<file path="src/rtl/mult_sched_if.sv">
`default_nettype none
// +----------------------------------------------------------------------+
// | Module   : mult_sched_if                                             |
// | Purpose  : Requester handshake and shared multiplier datapath        |
// |            signals of the mult_sched scheduler.                      |
// | Revision : 1.0  initial release                                      |
// +----------------------------------------------------------------------+
interface mult_sched_if #(
  parameter int N = 4
);
  // requester side
  logic           req0;
  logic           req1;
  logic [N-1:0]   a0;
  logic [N-1:0]   b0;
  logic [N-1:0]   a1;
  logic [N-1:0]   b1;
  logic           gnt0;
  logic           gnt1;
  logic           ack0;
  logic           ack1;
  logic [2*N-1:0] result;
  // shared datapath side
  logic [N-1:0]   mcand;
  logic [N-1:0]   mplier;
  logic           st;
  logic           done;
  logic [2*N-1:0] p;
  // status
  logic           busy;
  logic           err;

  // scheduler view
  modport slave (
    input  req0, req1, a0, b0, a1, b1, done, p,
    output gnt0, gnt1, ack0, ack1, result, mcand, mplier, st, busy, err
  );

  // environment view (requesters plus datapath)
  modport master (
    output req0, req1, a0, b0, a1, b1, done, p,
    input  gnt0, gnt1, ack0, ack1, result, mcand, mplier, st, busy, err
  );
endinterface
`default_nettype wire

</file>
<file path="src/rtl/mult_sched.sv">
`default_nettype none
// +----------------------------------------------------------------------+
// | Module   : mult_sched                                                |
// | Purpose  : Round-robin scheduler sharing one shift-add multiplier    |
// |            between two requesters (IDLE/START/WAIT/RESP FSM).        |
// | Options  : MULT_SCHED_TIMEOUT_EN adds a WAIT watchdog of TMO cycles  |
// |            that aborts the operation and pulses err.                 |
// | Revision : 1.0  initial release                                      |
// +----------------------------------------------------------------------+
module mult_sched #(
  parameter int N   = 4,
  parameter int TMO = 2*N+4
) (
  input  logic         clk,
  input  logic         rst,
  mult_sched_if.slave  bus
);

  typedef enum logic [1:0] {
    S_IDLE  = 2'd0,
    S_START = 2'd1,
    S_WAIT  = 2'd2,
    S_RESP  = 2'd3
  } state_t;

  state_t         state_q, state_d;
  logic           ptr_q, ptr_d;       // preferred requester on a tie
  logic           own_q, own_d;       // requester currently being served
  logic [1:0]     gnt_q, gnt_d;
  logic [N-1:0]   mcand_q, mcand_d;
  logic [N-1:0]   mplier_q, mplier_d;
  logic [2*N-1:0] result_q, result_d;
  logic           w_win;

`ifdef MULT_SCHED_TIMEOUT_EN
  localparam int CNT_W = $clog2(TMO + 1);
  logic [CNT_W-1:0] cnt_q;
  logic             err_q, err_d;
  logic             w_tmo;

  assign w_tmo = (cnt_q == CNT_W'(TMO - 1));
`endif

  // a lone requester wins outright; on a tie the pointer decides
  assign w_win = (bus.req0 & bus.req1) ? ptr_q : bus.req1;

  // state, pointer, grant and captured data registers
  always_ff @(posedge clk) begin
    if (rst) begin
      state_q  <= S_IDLE;
      ptr_q    <= 1'b0;
      own_q    <= 1'b0;
      gnt_q    <= 2'b00;
      mcand_q  <= '0;
      mplier_q <= '0;
      result_q <= '0;
    end else begin
      state_q  <= state_d;
      ptr_q    <= ptr_d;
      own_q    <= own_d;
      gnt_q    <= gnt_d;
      mcand_q  <= mcand_d;
      mplier_q <= mplier_d;
      result_q <= result_d;
    end
  end

`ifdef MULT_SCHED_TIMEOUT_EN
  // watchdog: counts cycles spent in WAIT, one-cycle error pulse on expiry
  always_ff @(posedge clk) begin
    if (rst) begin
      cnt_q <= '0;
      err_q <= 1'b0;
    end else begin
      cnt_q <= (state_q == S_WAIT) ? cnt_q + 1'b1 : '0;
      err_q <= err_d;
    end
  end
`endif

  // next-state logic: arbitration, start pulse, completion and response
  always_comb begin
    state_d  = state_q;
    ptr_d    = ptr_q;
    own_d    = own_q;
    gnt_d    = gnt_q;
    mcand_d  = mcand_q;
    mplier_d = mplier_q;
    result_d = result_q;
`ifdef MULT_SCHED_TIMEOUT_EN
    err_d    = 1'b0;
`endif
    case (state_q)
      S_IDLE: begin
        if (bus.req0 | bus.req1) begin
          own_d    = w_win;
          gnt_d    = w_win ? 2'b10 : 2'b01;
          mcand_d  = w_win ? bus.a1 : bus.a0;
          mplier_d = w_win ? bus.b1 : bus.b0;
          state_d  = S_START;
        end
      end
      S_START: state_d = S_WAIT;
      S_WAIT: begin
        if (bus.done) begin
          result_d = bus.p;
          state_d  = S_RESP;
        end
`ifdef MULT_SCHED_TIMEOUT_EN
        else if (w_tmo) begin
          err_d   = 1'b1;
          gnt_d   = 2'b00;
          ptr_d   = ~own_q;
          state_d = S_IDLE;
        end
`endif
      end
      S_RESP: begin
        gnt_d   = 2'b00;
        ptr_d   = ~own_q;
        state_d = S_IDLE;
      end
      default: state_d = S_IDLE;
    endcase
  end

  assign bus.st     = (state_q == S_START);
  assign bus.ack0   = (state_q == S_RESP) & ~own_q;
  assign bus.ack1   = (state_q == S_RESP) &  own_q;
  assign bus.gnt0   = gnt_q[0];
  assign bus.gnt1   = gnt_q[1];
  assign bus.busy   = (state_q != S_IDLE);
  assign bus.mcand  = mcand_q;
  assign bus.mplier = mplier_q;
  assign bus.result = result_q;
`ifdef MULT_SCHED_TIMEOUT_EN
  assign bus.err    = err_q;
`else
  assign bus.err    = 1'b0;
`endif

endmodule
`default_nettype wire

</file>
<file path="src/flat_wrapper.sv">
// flat-port wrapper written by rule: the top's interface ports become plain ports
module mult_sched_flat 
#(
  parameter int N   = 4,
  parameter int TMO = 2*N+4
)
  (clk, rst, bus_req0, bus_req1, bus_a0, bus_b0, bus_a1, bus_b1, bus_done, bus_p, bus_gnt0, bus_gnt1, bus_ack0, bus_ack1, bus_result, bus_mcand, bus_mplier, bus_st, bus_busy, bus_err);
  mult_sched_if #(.N(N)) bus_i ();
  input  logic clk;
  input  logic rst;
  input wire logic [$bits(bus_i.req0)-1:0] bus_req0;
  input wire logic [$bits(bus_i.req1)-1:0] bus_req1;
  input wire logic [$bits(bus_i.a0)-1:0] bus_a0;
  input wire logic [$bits(bus_i.b0)-1:0] bus_b0;
  input wire logic [$bits(bus_i.a1)-1:0] bus_a1;
  input wire logic [$bits(bus_i.b1)-1:0] bus_b1;
  input wire logic [$bits(bus_i.done)-1:0] bus_done;
  input wire logic [$bits(bus_i.p)-1:0] bus_p;
  output wire logic [$bits(bus_i.gnt0)-1:0] bus_gnt0;
  output wire logic [$bits(bus_i.gnt1)-1:0] bus_gnt1;
  output wire logic [$bits(bus_i.ack0)-1:0] bus_ack0;
  output wire logic [$bits(bus_i.ack1)-1:0] bus_ack1;
  output wire logic [$bits(bus_i.result)-1:0] bus_result;
  output wire logic [$bits(bus_i.mcand)-1:0] bus_mcand;
  output wire logic [$bits(bus_i.mplier)-1:0] bus_mplier;
  output wire logic [$bits(bus_i.st)-1:0] bus_st;
  output wire logic [$bits(bus_i.busy)-1:0] bus_busy;
  output wire logic [$bits(bus_i.err)-1:0] bus_err;
  assign bus_i.req0 = bus_req0;
  assign bus_i.req1 = bus_req1;
  assign bus_i.a0 = bus_a0;
  assign bus_i.b0 = bus_b0;
  assign bus_i.a1 = bus_a1;
  assign bus_i.b1 = bus_b1;
  assign bus_i.done = bus_done;
  assign bus_i.p = bus_p;
  assign bus_gnt0 = bus_i.gnt0;
  assign bus_gnt1 = bus_i.gnt1;
  assign bus_ack0 = bus_i.ack0;
  assign bus_ack1 = bus_i.ack1;
  assign bus_result = bus_i.result;
  assign bus_mcand = bus_i.mcand;
  assign bus_mplier = bus_i.mplier;
  assign bus_st = bus_i.st;
  assign bus_busy = bus_i.busy;
  assign bus_err = bus_i.err;
  mult_sched #(.N(N), .TMO(TMO)) u_core (.clk(clk), .rst(rst), .bus(bus_i));
endmodule
</file>
<file path="config.mk">
export PLATFORM = sky130hd
export DESIGN_NAME = mult_sched_flat
export DESIGN_NICKNAME = d
export VERILOG_FILES = /design/src/rtl/mult_sched_if.sv /design/src/rtl/mult_sched.sv /design/src/flat_wrapper.sv
export SDC_FILE = /design/constraint.sdc
export NUM_CORES = 1
export LEC_CHECK = 0
export CAP_MARGIN = 0
export CELL_PAD_IN_SITES_DETAIL_PLACEMENT = 1
export CELL_PAD_IN_SITES_GLOBAL_PLACEMENT = 2
export CORE_MARGIN = 2
export CORE_UTILIZATION = 22
export CTS_CLUSTER_SIZE = 20
export DETAILED_ROUTE_END_ITERATION = 10
export GPL_ROUTABILITY_DRIVEN = 0
export PLACE_DENSITY = 0.87
export REMOVE_ABC_BUFFERS = 1
export SLEW_MARGIN = 20
export SYNTH_ARGS = -nofsm -noshare
export SYNTH_HDL_FRONTEND = slang
export SYNTH_SLANG_ARGS = --single-unit
</file>
<file path="constraint.sdc">
create_clock -name clk -period 2.3 [get_ports clk]
set_input_delay 0.23 -clock clk [delete_from_list [all_inputs] [get_ports clk]]
set_output_delay 0.23 -clock clk [all_outputs]
set_load 0.005 [all_outputs]
</file>
== Yosys cells after proc, flatten, opt, wreduce, memory -nomap -nowiden ==
Index checks and enable logic that the tools add are counted.

* Reduce and logical (&&, ||, !) cells: 7
* Eq/ne operators: 5
* Muxes and demuxes: 9
* Bitwise operators: 5

{| class="wikitable"
|+ Operators by type and width
! operator !! number
|-
| 2-bit 2-to-1 mux || 4
|-
| 4-bit 2-to-1 mux || 2
|-
| 2-bit case mux with 4 select lines || 1
|-
| 2-bit AND reduction || 4
|-
| 2-bit equality test (second input constant) || 2
|-
| 2-bit case mux with 2 select lines || 1
|-
| 2-bit nonzero test || 2
|-
| 1-bit AND || 3
|-
| 2-bit by 1-bit equality test with 1-bit output (second input constant) || 1
|-
| 2-bit zero test || 1
|-
| 2-bit by 1-bit != test with 1-bit output (second input constant) || 1
|-
| 2-bit != test (second input constant) || 1
|-
| 1-bit 2-to-1 mux || 1
|-
| 1-bit inverter || 1
|-
| 1-bit bitwise OR || 1
|}

* Bits in registers: 22
* Bits of input ports: 29
* Word-level logic and storage cells: 33
* Output and inout bits: 23

== Depth between registers and ports, before layout ==
* Depth in word-level cells: 5
* Depth in mapped cells: 6

== Worst setup path before layout ==
Ideal clock, no wire load.

* Path kind: reg2reg
* Start point: reg u_core.state_q[0]
* End point: reg u_core.state_q[0]
* Setup time: 119 ps
* Stages on the path, launching flop included: 6
* Arrival: 1310 ps
* Data required time: 2181 ps
* Slack: 872 ps
* Cell sequence: dfxtp_1 > inv_1 > ha_1 > nor3b_1 > a21oi_1 > o221a_2

* Longest elaborated chain between the ends: 3
* Elaborated cells between the ends (all ways): 8
* Classes of those cells: 5 x eq/ne; 1 x mux; 2 x reduce/logical

{| class="wikitable"
|+ RTL lines
! element !! line !! text
|-
| start: declaration || mult_sched.sv:26 || <nowiki>state_t state_q, state_d;</nowiki>
|-
| start signal: assignment || mult_sched.sv:58 || <nowiki>state_q <= state_d;</nowiki>
|-
| 2-bit equality test or 2-bit zero test (tied branches) || mult_sched.sv:93 || <nowiki>case (state_q)</nowiki>
|-
| 2-bit != test (no line) or 2-bit by 1-bit != test with 1-bit output (tied branches) || - ||
|-
| 2-bit AND reduction (no line) || - ||
|}

Parallel ways exist; a longest one is shown, timed or not.
A chain may end at the register's enable or synchronous reset.

== Worst setup path in the final report ==
* Start point: reg u_core.state_q[0]
* End point: out bus_busy

* Longest elaborated chain between the ends: 1

{| class="wikitable"
|+ RTL lines
! element !! line !! text
|-
| 2-bit nonzero test || mult_sched.sv:132 || <nowiki>assign bus.busy = (state_q != S_IDLE);</nowiki>
|-
| end: declaration || flat_wrapper.sv:27 || <nowiki>output wire logic [$bits(bus_i.busy)-1:0] bus_busy;</nowiki>
|}

Every way passes these cells.

==> impl_metrics.env <==
export IMPL_status="finished, final reports clean"
export IMPL_ff2ff_path_depth=5
export IMPL_synth_area_um2=987.2
export IMPL_dieArea_um2=5039
export IMPL_wl_per_cell_um=14.37
export IMPL_cp_start_kind="flip-flop"
export IMPL_async_reset_ff_share_pct=0
export IMPL_hold_end="u_core.bus.result[6]$_SDFFE_PP0P_"
export IMPL_initial_core_util_pct=22.83
export IMPL_grt_max_degree=15
export IMPL_grt_pass1_wl_mm=5.423
export IMPL_io_buffers=50
export IMPL_tightest_slew_ns=0.5721
export IMPL_min_from="u_core.bus.result[6]$_SDFFE_PP0P_"
export IMPL_vias=1067
export IMPL_final_cells=221
export IMPL_wl_mm=3.175
export IMPL_multi_input_comb_area_um2=493.0
export IMPL_synthCells=121
export IMPL_ff_latch_area_um2=440.4
export IMPL_finalHoldViolations=0
export IMPL_num_rows=24
export IMPL_worstPathRequired_ns=2.07
export IMPL_synth_edf_count=0
export IMPL_place_ws_ns=0.4166
export IMPL_cp_arrival_ns=1.64
export IMPL_drive_above_1_share_pct=4.142
export IMPL_synth_seq_area_share_pct=44.61
export IMPL_drtIter0Drc=48
export IMPL_powerDensity_nw_per_um2=1020
export IMPL_leakagePower_nw=0.5901
export IMPL_grt_pass1_vias=1149
export IMPL_max_freq_mhz=534.8
export IMPL_worstPathMaxFanout=7
export IMPL_ctsResizeCount=0
export IMPL_clock_skew_ns=0.002993
export IMPL_htree_levels=1
export IMPL_max_clock_path_buffers=2
export IMPL_regToRegStartpoint="u_core.state_q[0]$_SDFFE_PP0P_"
export IMPL_post_synth_num_cell_types=26
export IMPL_post_cts_buffers=0
export IMPL_netlist_top_cells_area="dfxtp_1 45%, a21oi_1 9.6%, o21ai_0 9.1%, ha_1 6.3%, a31oi_1 5.1%"
export IMPL_die_y_um=70.99
export IMPL_groute_usage_overall_pct=13.29
export IMPL_r2r_slack_ns=0.61
export IMPL_cts_made_buffers=3
export IMPL_diodes=0
export IMPL_synth_top_cell_area_share_pct=44.61
export IMPL_dpl_cell_count=217
export IMPL_fp_coreArea_um2=4324
export IMPL_synth_warnings=0
export IMPL_critPathCaptureType="output pin"
export IMPL_drv_cap=0
export IMPL_finalCritPeriodShare_pct=81.30
export IMPL_avgSynthCellArea_um2=8.159
export IMPL_synth_seq_cells=22
export IMPL_worst_hold_slack_ns=0.4690
export IMPL_io_pins=52
export IMPL_rsz0062_at_grt="no"
export IMPL_hold_class="flip-flop to flip-flop"
export IMPL_cts_sinks=22
export IMPL_peakVddDrop_mv=0.4034
export IMPL_finalCriticalPeriod_ns=1.870
export IMPL_slew_headroom_pct=61.61
export IMPL_hold_buffers=0
export IMPL_report_final_slew_viol_count=0
export IMPL_tns_ns=0
export IMPL_path_clk_slew_ns=0.08
export IMPL_root_buffer="clkbuf_8"
export IMPL_insertion_delay_ns=0.26
export IMPL_viasPerCell=4.828
export IMPL_nets=204
export IMPL_synth_area_leader_cell="dfxtp_1"
export IMPL_die_width_um=70.99
export IMPL_whs_path_depth=2
export IMPL_cts_tree="built"
export IMPL_antenna_found_initial=0
export IMPL_fin_ws_ns=0.4302
export IMPL_r2r_end="u_core.state_q[0]$_SDFFE_PP0P_"
export IMPL_ant_nets=0
export IMPL_worstSetupPathType="flip-flop to output pin"
export IMPL_drc=0
export IMPL_synthFlopType="dfxtp_1"
export IMPL_dr_pass1_iters=4
export IMPL_post_dp_hpwl_mm=2.529
export IMPL_area_growth_pct=62.10
export IMPL_fill_cells=508
export IMPL_grt_overflow=0
export IMPL_totalPowerFinal_mw=1.633
export IMPL_setup_viol=0
## layer usage
metal | wire length [um] | GRT usage [%] | up-vias
met3 | 245 | 3.419 | 3
met4 | 30 | 3.145 | 0
met1 | 1377 | 15.90 | 488
li1 | - | - | 525
met2 | 1521 | 23.78 | 51
met5 | 0 | 0 | -
## synth_stat cells (2+ instances only)
library cell	instances
a31oi_1	8
dfxtp_1	22
ha_1	5
nor2b_1	2
inv_1	5
nor2_1	3
nand3_1	8
nand2_1	11
o21ai_0	18
a21oi_1	19
clkbuf_1	5
## critical path, cell delays in order, from the launching register on
cell	delay (ns)
dfxtp_1	0.42
inv_1	0.09
ha_1	0.29
inv_1	0.08
clkdlybuf4s50_1	0.49
## per-stage QoR
| stage | instance area, um2 | util (%) |
|---|---|---|
| after global placement | 1529 | 35.36 |
| after detailed placement | 1529 | 35.36 |
| after global routing | 1600 | 37.01 |
| after floorplan | 955.9 | - |
| after CTS | 1600 | 37.01 |
| final | 1600 | 37.01 |
## sequential cells by signal, summed over array words and instances, names as in the netlist
signal / count
u_core.bus.mcand: 4
u_core.bus.mplier: 4
u_core.bus.result: 8
u_core.gnt_q: 2
u_core.own_q: 1
u_core.ptr_q: 1
u_core.state_q: 2
## how the worst max path moves through the flow
stage | from | slack, ns | endpoint | depth (start not counted)
3_3_place_gp | bus_req1 | 0.48 | u_core.gnt_q[1]$_SDFFE_PP0P_ | 4
3_5_place_dp | bus_req1 | 0.42 | u_core.state_q[0]$_SDFFE_PP0P_ | 4
6_report | u_core.state_q[0]$_SDFFE_PP0P_ | 0.43 | bus_busy | 4
5_1_grt | u_core.state_q[0]$_SDFFE_PP0P_ | 0.32 | bus_busy | 4
4_1_cts | u_core.state_q[0]$_SDFFE_PP0P_ | 0.41 | bus_busy | 4
2_1_floorplan | u_core.state_q[0]$_SDFFE_PP0P_ | 0.87 | u_core.state_q[0]$_SDFFE_PP0P_ | 5
## logic make-up after synthesis
logic type                 share of synthesized area, %
adders and majority gates                         6.337
and+or+nand+nor                                   13.94
DFF                                               44.61
other                                            0.3799
AOI/OAI and AO/OA                                 28.26
muxes                                             1.014
buffers and inverters                             5.450
## report_power, final
group,internal [mW],leakage (nW),switching (mW)
clock,0.233,0.0357,0.130
combinational,0.372,0.374,0.340
sequential,0.487,0.181,0.0711
## cell type report
cell class | instances | area share (%)
clock buffers | 3 | 2.580
clock inverters | 1 | 1.876
inverters | 6 | 1.407
multi-input cells | 86 | 30.81
flip-flops and latches | 22 | 27.52
well taps | 52 | 4.066
repair buffers | 51 | 31.74
## placed cells by master (no fill, tap or decap), types with 2 or more instances in the layout
master and n:
a21oi_1 19, a31oi_1 8, clkbuf_8 3, clkdlybuf4s50_1 50, dfxtp_1 22, ha_1 5
inv_1 5, nand2_1 11, nand3_1 8, nor2_1 3, nor2b_1 2, o21ai_0 18
No activity file was read; power rests on OpenSTA's default activity.
